==> config.mk <==
export PLATFORM = sky130hd
export DESIGN_NAME = audio_decim
export DESIGN_NICKNAME = d
export VERILOG_FILES = /design/src/rtl/audio_decim.sv
export SDC_FILE = /design/constraint.sdc
export NUM_CORES = 1
export LEC_CHECK = 0
export CORE_UTILIZATION = 60
export DETAILED_ROUTE_END_ITERATION = 10
export PLACE_DENSITY = 0.88
export SLEW_MARGIN = 20
export SYNTH_ARGS = -nofsm -noshare
export SYNTH_HDL_FRONTEND = slang
export SYNTH_SLANG_ARGS = --single-unit
==> constraint.sdc <==
create_clock -name clk -period 3.95 [get_ports clk]
set_input_delay 0.395 -clock clk [delete_from_list [all_inputs] [get_ports clk]]
set_output_delay 0.395 -clock clk [all_outputs]
set_load 0.01 [all_outputs]
==> src/rtl/audio_decim.sv <==
// Boxcar decimator (sum-and-shift) feeding a first-word-fall-through output FIFO.
// Define AUDIO_DECIM_ROUND_EN for round-half-up with saturation instead of a floor shift.
module audio_decim #(
  parameter int WIDTH      = 16,
  parameter int DECIM      = 8,
  parameter int FIFO_DEPTH = 16
) (
  input  logic                          clk,
  input  logic                          rst,
  input  logic                          start_i,
  input  logic                          sample_valid_i,
  input  logic signed [WIDTH-1:0]       data_i,
  input  logic                          ready_i,
  output logic                          valid_o,
  output logic signed [WIDTH-1:0]       data_o,
  output logic [$clog2(FIFO_DEPTH):0]   fill_o,
  output logic                          overflow_o
);

  localparam int SH = $clog2(DECIM);
  localparam int AW = WIDTH + SH;
  localparam int PW = $clog2(FIFO_DEPTH);
  localparam int FW = PW + 1;

  logic signed [AW-1:0]    acc;
  logic [SH-1:0]           cnt;
  logic signed [AW-1:0]    sum;
  logic signed [WIDTH-1:0] dec;

  logic [WIDTH-1:0] mem [FIFO_DEPTH];
  logic [PW-1:0]    wptr;
  logic [PW-1:0]    rptr;

  logic take;
  logic last;
  logic full;
  logic pop;
  logic push;
  logic do_push;

  assign take    = start_i & sample_valid_i;
  assign last    = (cnt == SH'(DECIM - 1));
  assign full    = (fill_o == FW'(FIFO_DEPTH));
  assign valid_o = (fill_o != '0);
  assign pop     = valid_o & ready_i;
  assign push    = take & last;
  assign do_push = push & (~full | pop);

`ifdef AUDIO_DECIM_ROUND_EN
  localparam logic signed [AW:0] MAXV =
    $signed({{(SH+2){1'b0}}, {(WIDTH-1){1'b1}}});
  localparam logic signed [AW:0] MINV =
    $signed({{(SH+2){1'b1}}, {(WIDTH-1){1'b0}}});

  logic signed [AW:0] wide;
  logic signed [AW:0] rsh;

  // Block sum, then round half up and clamp to the sample range
  always_comb begin
    sum  = acc + AW'(data_i);
    wide = $signed({sum[AW-1], sum}) + $signed((AW+1)'(DECIM / 2));
    rsh  = wide >>> SH;
    if (rsh > MAXV)
      dec = MAXV[WIDTH-1:0];
    else if (rsh < MINV)
      dec = MINV[WIDTH-1:0];
    else
      dec = rsh[WIDTH-1:0];
  end
`else
  // Block sum, then floor divide; the mean always fits in WIDTH
  always_comb begin
    sum = acc + AW'(data_i);
    dec = WIDTH'(sum >>> SH);
  end
`endif

  // Accumulate takes; a completed block restarts the phase
  always_ff @(posedge clk or posedge rst) begin
    if (rst) begin
      acc <= '0;
      cnt <= '0;
    end else if (!start_i) begin
      acc <= '0;
      cnt <= '0;
    end else if (sample_valid_i) begin
      if (last) begin
        acc <= '0;
        cnt <= '0;
      end else begin
        acc <= sum;
        cnt <= cnt + 1'b1;
      end
    end
  end

  // Storage array; written only on an accepted push
  always_ff @(posedge clk) begin
    if (do_push)
      mem[wptr] <= dec;
  end

  // Pointers, occupancy, sticky overflow and registered head
  always_ff @(posedge clk or posedge rst) begin
    if (rst) begin
      wptr       <= '0;
      rptr       <= '0;
      fill_o     <= '0;
      overflow_o <= 1'b0;
      data_o     <= '0;
    end else begin
      if (do_push)
        wptr <= wptr + 1'b1;
      if (pop)
        rptr <= rptr + 1'b1;
      if (push & full & ~pop)
        overflow_o <= 1'b1;
      case ({do_push, pop})
        2'b10:   fill_o <= fill_o + 1'b1;
        2'b01:   fill_o <= fill_o - 1'b1;
        default: fill_o <= fill_o;
      endcase
      if (pop) begin
        if (fill_o > FW'(1))
          data_o <= mem[rptr + 1'b1];
        else if (do_push)
          data_o <= dec;
      end else if (!valid_o && do_push) begin
        data_o <= dec;
      end
    end
  end

endmodule
==> results of run 1 <==
## worst reg2reg max path, stage by stage (launching register included)
cell and delay [ns]:
dfrtp_4 0.85, ha_2 0.58, buf_4 0.47, mux4_2 0.40, nor2b_1 0.15, a211oi_1 0.24
a211oi_1 0.11, a221o_1 0.31
## layer usage
layer | global-route usage | part of all wire | vias up
met2 | 0.466 | 0.50 | 442
li1 | - | - | 3092
met5 | 0 | 0 | -
met4 | 0.122 | 0.039 | 0
met3 | 0.0491 | 0.095 | 90
met1 | 0.378 | 0.37 | 3776
## cell usage after synthesis, types with 10 or more instances
library cell  instances
nand2_1              34
nor2_1               18
and2_1               20
a21oi_1              18
a211oi_1             10
clkbuf_1             17
mux4_2               76
dfrtp_1              52
buf_2                13
edfxtp_1            256
ha_1                 29
a22o_1               21
mux2i_1              12
xnor2_1              16
## kinds of logic after synthesis
kind of cell / synth area share
AO/OA/AOI/OAI: 0.0631
XOR/XNOR: 0.0179
adder cells (fa/ha/maj): 0.0292
buffers and inverters: 0.0153
flip-flops: 0.685
multiplexers: 0.141
AND/OR/NAND/NOR: 0.0482
## registers in the layout (all words and copies together) (netlist names)
| signal | cells |
|---|---|
| mem | 256 |
| wptr | 4 |
| rptr | 4 |
| acc | 19 |
| overflow_o | 1 |
| data_o | 16 |
| fill_o | 5 |
| cnt | 3 |
## final cells by class
cell class              count  area (sq um)  area share
flip-flops and latches    308          8990       0.602
multi-input cells         376          4000       0.268
clock buffers              44           812      0.0544
repair buffers             77           698      0.0468
well taps                 275           344      0.0230
clock inverters             9          52.6     0.00352
inverters                   7          26.3     0.00176
## worst max path at each step
| stage | slack [ns] | end | startpoint | depth (start not counted) |
|---|---|---|---|---|
| floorplan | 1.26 | mem[0][13] | data_i[0] | 7 |
| global placement | 0.38 | mem[11][13] | data_i[0] | 8 |
| detailed placement | 0.20 | mem[11][13] | data_i[0] | 8 |
| CTS | 0.60 | mem[11][13] | acc[0] | 7 |
| global route | 0.52 | data_o[14] | rptr[0] | 7 |
| finish | 0.73 | data_o[15] | rptr[0] | 7 |
## per-stage QoR
| stage | instances | worst slack [ns] |
|---|---|---|
| after floorplan | 727 | 1.26 |
| after global placement | 1043 | 0.383 |
| after detailed placement | 1043 | 0.200 |
| after CTS | 1096 | 0.597 |
| after global routing | 1096 | 0.518 |
| final | 1096 | 0.728 |
## power groups by stage
stage / Combinational [mW] / Sequential (mW) / Clock (mW)
3_5_place_dp: 3.81 / 4.34 / 0
4_1_cts: 3.86 / 4.28 / 2.58
2_1_floorplan: 2.75 / 4.24 / 0
3_3_place_gp: 3.61 / 4.33 / 0
6_report: 3.89 / 4.27 / 2.55
5_1_grt: 4.12 / 4.30 / 2.69
==> insert_results.sql, run 1 <==
INSERT INTO impl_metrics (metric_group, metric, value, unit) VALUES
('floorplanning', 'design.die.area', '22500', 'sq um'),
('cts', 'cts-hold-fix-buffers', '0', ''),
('setup_path', 'crit_slowest_cell', 'dfrtp_4', ''),
('setup_path', 'crit_path_end_kind', 'flip-flop', ''),
('finish', 'final.fill_count', '1280', ''),
('cts', 'cts_post_setup_buffers_inserted', '0', ''),
('yosys', 'yosysTopAreaCell', 'edfxtp_1', ''),
('finish', 'finalInstanceArea', '14900', 'sq um'),
('sta', 'setup_violations', '0', ''),
('floorplanning', 'die-width', '150', 'um'),
('power', 'internal_power', '7.33', 'mW'),
('place', 'port-buffer-count', '43', ''),
('setup_path', 'worstSetupPathType', 'flip-flop to flip-flop', ''),
('yosys', 'ys_ff_latch', '308', ''),
('finish', 'final_util', '0.703', ''),
('grt', 'grt_antenna_before_repair', '0', ''),
('sta', 'period_utilization', '0.816', ''),
('finish', 'most-common-layout-cells', '256 x edfxtp_1, 76 x mux4_2, 51 x dfrtp_1', ''),
('setup_path', 'cp_slowest_stage_delay', '0.85', 'ns'),
('grt', 'grt_pass1_vias', '7652', ''),
('sta', 'timing.final.hold_violations', '0', ''),
('cts', 'clock-root-buffer', 'clkbuf_16', ''),
('sta', 'finalMaxSlewViolations', '0', ''),
('setup_path', 'timing.reg2reg.worst_path_depth', '7', ''),
('floorplanning', 'floorplan.core_area', '21200', 'sq um'),
('sta', 'finalClockSkew', '0.0191', 'ns'),
('sta', 'min_period', '3.22', 'ns'),
('cts', 'clock_tree.htree_level_count', '1', ''),
('floorplanning', 'std_cell_rows', '53', ''),
('setup_path', 'required', '4.37', 'ns'),
('cts', 'cts_buffer_depth', '3', ''),
('detailed_routing', 'wl_per_cell', '27.7', 'um'),
('setup_path', 'critical_path.startpoint_type', 'flip-flop', ''),
('power', 'power.total', '10.7', 'mW'),
('power', 'p_clk_frac', '0.238', ''),
('finish', 'area.growth.synth_to_final', '13.8', '%'),
('setup_path', 'critPathTopFamily', 'flip-flops', ''),
('setup_path', 'cell_repeated_most_along_the_worst_path', 'a211oi_1', ''),
('setup_path', 'worstReg2RegStart', 'rptr[0]', ''),
('yosys', 'synthesis.area_per_instance', '18.0', 'sq um'),
('detailed_routing', 'first_pass_iteration_count_of_the_detailed_router', '5', ''),
('setup_path', 'critical_path.reg2reg.endpoint', 'data_o[15]', ''),
('setup_path', 'worst_ep_arrival_time', '3.64', 'ns'),
('place', 'detailedPlacementHpwl', '17500', 'um'),
('place', 'placedInstanceArea', '14000', 'sq um'),
('finish', 'final_nets', '850', ''),
('outcome', 'status', 'finished, final reports clean', ''),
('cts', 'insertion_delay', '0.55', 'ns'),
('yosys', 'postSynth.topFlopCell', 'edfxtp_1', ''),
('detailed_routing', 'routed-via-count', '7400', ''),
('cts', 'postCtsResizedCells', '0', ''),
('power', 'switching_power', '3.38', 'mW'),
('sta', 'fmax', '0.310', 'GHz'),
('detailed_routing', 'detailedRoute.firstIterationViolations', '835', ''),
('cts', 'tritoncts.num_buffers', '29', ''),
('cts', 'clkSinkCount', '308', ''),
('yosys', 'ys_async_sr_fraction', '0.169', ''),
('floorplanning', 'initial_utilization', '0.618', ''),
('yosys', 'area_share_of_the_largest_cell_type_after_synthesis', '0.586', ''),
('yosys', 'synth_cells', '727', ''),
('sta', 'hold_slack', '0.157', 'ns'),
('yosys', 'synth-edff-count', '256', ''),
('place', 'routability_congestion_estimate_from_global_placement', '0.930', ''),
('detailed_routing', 'antenna_left', '0', ''),
('floorplanning', 'num_io_pins', '44', ''),
('yosys', 'yosys-top-cells-area', 'edfxtp_1 59%, mux4_2 13%, dfrtp_1 9.9%', ''),
('grt', 'grt.total_usage', '0.284', ''),
('finish', 'drive_gt1_frac', '0.211', ''),
('yosys', 'synth_seq_area_share', '0.685', ''),
('setup_path', 'r2r_slack', '0.73', 'ns'),
('power', 'vdd_drop_max', '0.627', 'mV');
(Power assumes the default switching activity.)
==> run 2: changes to the inputs <==
Clock period 3.95 ns to 2.98 ns, I/O delays scaled along.
==> insert_results.sql, run 2 (same netlist as run 1, synthesis figures left out) <==
INSERT INTO impl_metrics (metric_group, metric, value, unit) VALUES
('floorplanning', 'die-width', '150', 'um'),
('finish', 'final_cell_count_no_fill', '1154', ''),
('flow_run', 'max_cap_viol_count', '0', ''),
('sta', 'setup_violations', '0', ''),
('cts', 'insertion_delay', '0.55', 'ns'),
('place', 'routability_congestion_estimate_from_global_placement', '0.931', ''),
('power', 'vdd_drop_max', '1.10', 'mV'),
('cts', 'tritoncts', 'built', ''),
('setup_path', 'critical_path.startpoint_type', 'flip-flop', ''),
('detailed_routing', 'first_pass_iteration_count_of_the_detailed_router', '5', ''),
('setup_path', 'worstSetupPathType', 'flip-flop to flip-flop', ''),
('finish', 'sequential_cell_area', '8990', 'sq um'),
('grt', 'grt_antenna_before_repair', '0', ''),
('setup_path', 'worst_ep_arrival_time', '3.34', 'ns'),
('floorplanning', 'initial_utilization', '0.618', ''),
('setup_path', 'critical_path_peak_fanout', '4', ''),
('place', 'detailedPlacementHpwl', '19700', 'um'),
('place', 'port-buffer-count', '43', ''),
('finish', 'final.fill_count', '1148', ''),
('sta', 'finalWorstSetupSlack', '0.0727', 'ns'),
('place', 'numPlacedInstances', '1100', ''),
('finish', 'layout_commonest_cell', 'edfxtp_1', ''),
('cts', 'clk_pin_slew', '0.07', 'ns'),
('power', 'power.total', '15.5', 'mW'),
('place', 'place_ws', '-0.569', 'ns'),
('finish', 'final_nets', '907', ''),
('finish', 'area.growth.synth_to_final', '20.4', '%'),
('detailed_routing', 'detailedRoute.firstIterationViolations', '755', ''),
('sta', 'hold_slack', '0.173', 'ns'),
('floorplanning', 'floorplan.die.height', '150', 'um'),
('finish', 'drive_gt1_frac', '0.280', ''),
('floorplanning', 'design.die.area', '22500', 'sq um'),
('floorplanning', 'num_io_pins', '44', ''),
('power', 'static-leakage-power', '5.66', 'nW'),
('finish', 'largest-register', 'mem', ''),
('floorplanning', 'std_cell_rows', '53', ''),
('setup_path', 'crit_path_end_kind', 'flip-flop', ''),
('setup_path', 'required', '3.42', 'ns'),
('detailed_routing', 'wl_per_cell', '28.8', 'um'),
('finish', 'most-common-layout-cells', '256 x edfxtp_1, 76 x mux4_2, 72 x buf_4', ''),
('outcome', 'status', 'finished, final reports clean', ''),
('cts', 'tritoncts.num_buffers', '29', ''),
('cts', 'clock-root-buffer', 'clkbuf_16', ''),
('cts', 'cts-hold-fix-buffers', '0', ''),
('detailed_routing', 'vias_per_cell', '6.81', ''),
('finish', 'antenna-diode-count', '0', ''),
('detailed_routing', 'antenna_left', '0', ''),
('worst_hold_path', 'min_path_type', 'primary input to async pin', ''),
('sta', 'worst-slew-pin-transition', '1.14', 'ns'),
('sta', 'relSlewSlack', '0.236', ''),
('sta', 'period_utilization', '0.976', ''),
('floorplanning', 'floorplan.core_area', '21200', 'sq um'),
('finish', 'largestRegisters', 'mem: 256 flops, acc: 19 flops, data_o: 16 flops', ''),
('detailed_routing', 'drt_wl_total', '33300', 'um'),
('grt', 'grt_pass1_vias', '8409', ''),
('cts', 'clkSinkCount', '308', ''),
('grt', 'grt_first_pass_wirelength', '50500', 'um'),
('sta', 'finalMaxSlewViolations', '0', ''),
('detailed_routing', 'routed-via-count', '7853', ''),
('sta', 'totalNegativeSetupSlack', '0', 'ns'),
('grt', 'grt.total_usage', '0.316', ''),
('sta', 'rsz0062_at_grt', 'false', ''),
('cts', 'cts_buffer_depth', '3', ''),
('sta', 'fmax', '0.344', 'GHz'),
('sta', 'timing.final.hold_violations', '0', ''),
('grt', 'globalRouteOverflowTotal', '0', ''),
('detailed_routing', 'drc_errors', '0', ''),
('power', 'power_per_cell_area', '979', 'nW/um^2'),
('sta', 'finalClockSkew', '0.0179', 'ns'),
('sta', 'min_period', '2.91', 'ns'),
('grt', 'grt_start_max_net_pins', '56', ''),
('finish', 'multi_input_gate_area_in_the_final_layout', '4010', 'sq um'),
('cts', 'clock_tree.htree_level_count', '1', ''),
('finish', 'flip_flop_count_of_the_largest_register_after_layout', '256', '');
-- run 2: final timing paths --
check / endpoint / cells after the start / startpoint / slack, ns
worst max-delay path: data_o[15] / 11 / acc[0] / 0.07
worst min-delay path: cnt[2] / 2 / rst / 0.17
worst max register to register: data_o[15] / 11 / acc[0] / 0.07
worst min register to register: overflow_o / 1 / overflow_o / 0.49
max in group asynchronous: rptr[0] / 3 / rst / 2.06
min in group clk: cnt[1] / 2 / start_i / 0.45
-- run 2: routing by layer --
metal,GRT usage,wire [um],vias up,part of all wire
met3,0.0579,3260,130,0.098
met5,0,0,-,0
met1,0.386,11300,3973,0.34
li1,-,-,3219,-
met2,0.540,16900,531,0.51
met4,0.160,1830,0,0.055
-- run 2: cell type report --
class / instances / share of cell area
well taps: 275 / 0.0218
inverters: 7 / 0.00166
clock inverters: 23 / 0.0214
clock buffers: 31 / 0.0470
multi-input cells: 376 / 0.254
repair buffers: 134 / 0.0850
flip-flops and latches: 308 / 0.569
-- run 2: stage by stage --
stage,instance area [sq um],utilization
after floorplan,13100,-
after global placement,14700,0.691
after detailed placement,14700,0.691
after CTS,15800,0.743
after global routing,15800,0.745
final,15800,0.745
-- run 2: power breakdown --
| group | internal (mW) | leakage, nW | total [mW] | switching, mW |
|---|---|---|---|---|
| combinational | 2.86 | 2.20 | 5.79 | 2.93 |
| clock | 2.51 | 0.519 | 4.12 | 1.61 |
| sequential | 5.31 | 2.94 | 5.56 | 0.253 |
-- run 2: repair_timing --
| item | CTS | global route |
|---|---|---|
| setup buffers | 0 | 0 |
| endpoints found under the setup margin | 59 | 34 |
| resized for setup | 4 | 3 |
-- run 2: worst max-delay path, stage by stage (launching register included) --
cell and delay (ns):
dfrtp_1 0.39, ha_2 0.19, fa_2 0.35, a21o_1 0.18, buf_4 0.14, a221oi_2 0.24, buf_4 0.18, o21ai_2 0.09
buf_4 0.16, a31o_1 0.18, or3_4 0.36, a221o_1 0.33
==> run 3: changes to the inputs <==
Settings changed: ABC_AREA set to 1.
==> insert_results.sql, run 3 <==
INSERT INTO impl_metrics (metric_group, metric, value, unit) VALUES
('outcome', 'status', 'finished, final reports clean', ''),
('floorplanning', 'num_io_pins', '44', ''),
('finish', 'flip_flop_count_of_the_largest_register_after_layout', '256', ''),
('power', 'p_clk_frac', '0.237', ''),
('detailed_routing', 'routed-via-count', '10300', ''),
('grt', 'grt_first_pass_wirelength', '54200', 'um'),
('place', 'place_ws', '0.183', 'ns'),
('power', 'vdd_drop_max', '0.806', 'mV'),
('setup_path', 'timing.reg2reg.worst_path_depth', '8', ''),
('cts', 'tritoncts', 'built', ''),
('place', 'numPlacedInstances', '1606', ''),
('yosys', 'syn_nets', '1352', ''),
('floorplanning', 'floorplan.core_area', '22600', 'sq um'),
('yosys', 'synth.top_cells.by_count', '260 x nand2_1, 256 x edfxtp_1, 221 x nor2_1, 118 x o21ai_0, 110 x nand3_1', ''),
('detailed_routing', 'antenna_left', '0', ''),
('sta', 'totalNegativeSetupSlack', '0', 'ns'),
('yosys', 'ys_async_sr_fraction', '0.169', ''),
('sta', 'timing.final.hold_violations', '0', ''),
('grt', 'globalRouteOverflowTotal', '0', ''),
('power', 'power.total', '15.6', 'mW'),
('grt', 'grt.total_usage', '0.301', ''),
('sta', 'setup_violations', '0', ''),
('flow_run', 'max_cap_viol_count', '0', ''),
('yosys', 'ys_warn_count', '0', ''),
('grt', 'grt_start_max_net_pins', '67', ''),
('finish', 'largest-register', 'mem', ''),
('setup_path', 'crit_path_capture', 'mem[2][3]', ''),
('floorplanning', 'die-width', '154', 'um'),
('floorplanning', 'std_cell_rows', '55', ''),
('setup_path', 'crit_slowest_cell', 'fa_1', ''),
('cts', 'cts_buffer_depth', '3', ''),
('sta', 'fmax', '0.390', 'GHz'),
('cts', 'clock_tree.htree_level_count', '1', ''),
('yosys', 'area_share_of_the_largest_cell_type_after_synthesis', '0.556', ''),
('setup_path', 'r2r_slack', '0.41', 'ns'),
('floorplanning', 'design.die.area', '23700', 'sq um'),
('finish', 'largestRegisters', 'mem: 256 flops, acc: 19 flops, data_o: 16 flops', ''),
('finish', 'antenna-diode-count', '0', ''),
('place', 'detailedPlacementHpwl', '20800', 'um'),
('yosys', 'syn-cell-area', '13800', 'sq um'),
('power', 'power_frac_comb', '0.415', ''),
('sta', 'worst-slew-pin-transition', '1.01', 'ns'),
('cts', 'clock-root-buffer', 'clkbuf_16', ''),
('power', 'power_per_cell_area', '1000', 'nW/um^2'),
('setup_path', 'crit_path_end_kind', 'flip-flop', ''),
('yosys', 'synth_seq_area_share', '0.650', ''),
('detailed_routing', 'drt_wl_total', '35500', 'um'),
('sta', 'rsz0062_at_grt', 'false', ''),
('place', 'port-buffer-count', '43', ''),
('detailed_routing', 'wl_per_cell', '21.4', 'um'),
('setup_path', 'cp-startpoint', 'acc[0]', ''),
('yosys', 'yosysTopAreaCell', 'edfxtp_1', ''),
('grt', 'grt_pass1_vias', '10200', ''),
('finish', 'layout_commonest_cell', 'nand2_1', ''),
('cts', 'tritoncts.num_buffers', '29', ''),
('sta', 'finalMaxSlewViolations', '0', ''),
('grt', 'grt_antenna_before_repair', '0', ''),
('detailed_routing', 'first_pass_iteration_count_of_the_detailed_router', '6', ''),
('finish', 'final_util', '0.690', ''),
('finish', 'final_cell_count_no_fill', '1659', ''),
('yosys', 'postSynth.topFlopCell', 'edfxtp_1', ''),
('detailed_routing', 'drc_errors', '0', ''),
('setup_path', 'worst_ep_arrival_time', '2.77', 'ns'),
('floorplanning', 'initial_utilization', '0.611', ''),
('detailed_routing', 'detailedRoute.firstIterationViolations', '1376', ''),
('power', 'sequentialPowerShare', '0.349', ''),
('setup_path', 'critical_path_peak_fanout', '16', ''),
('setup_path', 'critical_path.startpoint_type', 'flip-flop', ''),
('sta', 'min_period', '2.57', 'ns'),
('finish', 'drive_gt1_frac', '0.0844', ''),
('power', 'netSwitchingFraction', '0.399', ''),
('setup_path', 'cp_slowest_stage_delay', '0.45', 'ns'),
('setup_path', 'timing.critical_path.cells', 'ha_1 > fa_1 > nand3_1 > nand3_1 > nand2_1 > nand2_1 > xnor2_1 > inv_1', ''),
('cts', 'clkSinkCount', '308', ''),
('setup_path', 'worstSetupPathType', 'flip-flop to flip-flop', ''),
('cts', 'postCtsResizedCells', '0', ''),
('finish', 'most-common-layout-cells', '260 x nand2_1, 256 x edfxtp_1, 208 x nor2_1', ''),
('finish', 'final_nets', '1403', ''),
('setup_path', 'required', '3.18', 'ns'),
('yosys', 'yosys-top-cells-area', 'edfxtp_1 56%, dfrtp_1 9.4%, nand2_1 7.1%', ''),
('setup_path', 'worstReg2RegStart', 'acc[0]', ''),
('detailed_routing', 'vias_per_cell', '6.18', ''),
('setup_path', 'critical_path.reg2reg.endpoint', 'mem[2][3]', ''),
('cts', 'cts-hold-fix-buffers', '0', ''),
('cts', 'clk_pin_slew', '0.07', 'ns'),
('finish', 'final.fill_count', '1470', ''),
('power', 'switching_power', '6.24', 'mW'),
('yosys', 'synthesis.area_per_instance', '10.6', 'sq um'),
('sta', 'finalWorstSetupSlack', '0.414', 'ns'),
('power', 'static-leakage-power', '6.05', 'nW'),
('sta', 'period_utilization', '0.861', ''),
('cts', 'cts_post_setup_buffers_inserted', '0', ''),
('yosys', 'synth_cells', '1301', ''),
('finish', 'area.growth.synth_to_final', '13.0', '%'),
('yosys', 'synth-edff-count', '256', ''),
('yosys', 'yosys.cell_count.top_type', 'nand2_1', ''),
('yosys', 'ys_ff_latch', '308', ''),
('power', 'internal_power', '9.41', 'mW'),
('sta', 'relSlewSlack', '0.323', ''),
('place', 'routability_congestion_estimate_from_global_placement', '0.967', ''),
('cts', 'insertion_delay', '0.56', 'ns'),
('floorplanning', 'floorplan.die.height', '154', 'um'),
('sta', 'finalClockSkew', '0.0167', 'ns'),
('yosys', 'yosysUniqueCellTypes', '36', ''),
('worst_hold_path', 'min_path_type', 'primary input to async pin', '');
-- run 3: changes by cell type in the layout (fill, tap and decap cells not counted), sizes merged, moves of 12 or more --
cell / change
nor2: +205
mux4: -76
inv: +71
nand2: +228
nand3: +104
mux2i: -12
buf: -55
o211ai: +41
and2: -21
o21ai: +118
a22o: -18
-- run 3: per-stage QoR --
stage | area, sq um | hold slack, ns
6_report | 15600 | 0.0556
5_1_grt | 15600 | 0.125
4_1_cts | 15600 | 0.0680
3_5_place_dp | 14700 | 0.463
3_3_place_gp | 14700 | 0.457
2_1_floorplan | 13800 | 0.431
-- run 3: per-layer routing --
| metal | vias up | part of all wire | routed length (um) | GRT usage |
|---|---|---|---|---|
| met4 | 0 | 0.045 | 1610 | 0.162 |
| met3 | 135 | 0.12 | 4100 | 0.0547 |
| li1 | 4568 | - | - | - |
| met1 | 4816 | 0.35 | 12400 | 0.372 |
| met2 | 735 | 0.49 | 17300 | 0.506 |
| met5 | - | 0 | 0 | 0 |
-- run 3: layout make-up --
type,count,area (sq um),area share
Inverter,76,287,0.0183
Clock buffer,36,752,0.0482
Sequential cell,308,8990,0.576
Timing Repair Buffer,79,726,0.0465
Multi-Input combinational cell,858,4310,0.276
Tap cell,285,357,0.0228
Clock inverter,17,196,0.0126
-- run 3: worst max-delay path, delay by kind of cell, from the launching register on --
kind / cells / cell delay (ns)
adder cells (fa/ha/maj): 2 / 0.68
XOR/XNOR: 1 / 0.41
AND/OR/NAND/NOR: 4 / 0.40
flip-flops: 1 / 0.38
buffers and inverters: 1 / 0.34
-- run 3: kinds of logic (layout without fill, tap and decap cells) --
kind of cell	count (synthesis)	after routing	synth area share
XOR/XNOR	20	20	0.0146
AND/OR/NAND/NOR	608	608	0.182
adder cells (fa/ha/maj)	30	30	0.0277
AO/OA/AOI/OAI	200	200	0.0828
flip-flops	308	308	0.650
buffers and inverters	135	208	0.0429
-- run 3: worst min path at each step --
| stage | startpoint | to | slack (ns) | depth (start not counted) |
|---|---|---|---|---|
| floorplan | sample_valid_i | cnt[1] | 0.43 | 2 |
| global placement | cnt[1] | cnt[1] | 0.46 | 2 |
| detailed placement | overflow_o | overflow_o | 0.46 | 2 |
| CTS | rst | data_o[9] | 0.07 | 2 |
| global route | rst | data_o[9] | 0.12 | 2 |
| finish | rst | fill_o[3] | 0.06 | 2 |
-- run 3: power groups by stage --
stage | registers [mW] | clock network [mW] | logic (mW)
floorplan | 5.54 | 0 | 4.24
global placement | 5.52 | 0 | 5.94
detailed placement | 5.53 | 0 | 6.22
CTS | 5.45 | 3.70 | 6.38
global route | 5.47 | 3.86 | 7.02
finish | 5.45 | 3.70 | 6.49
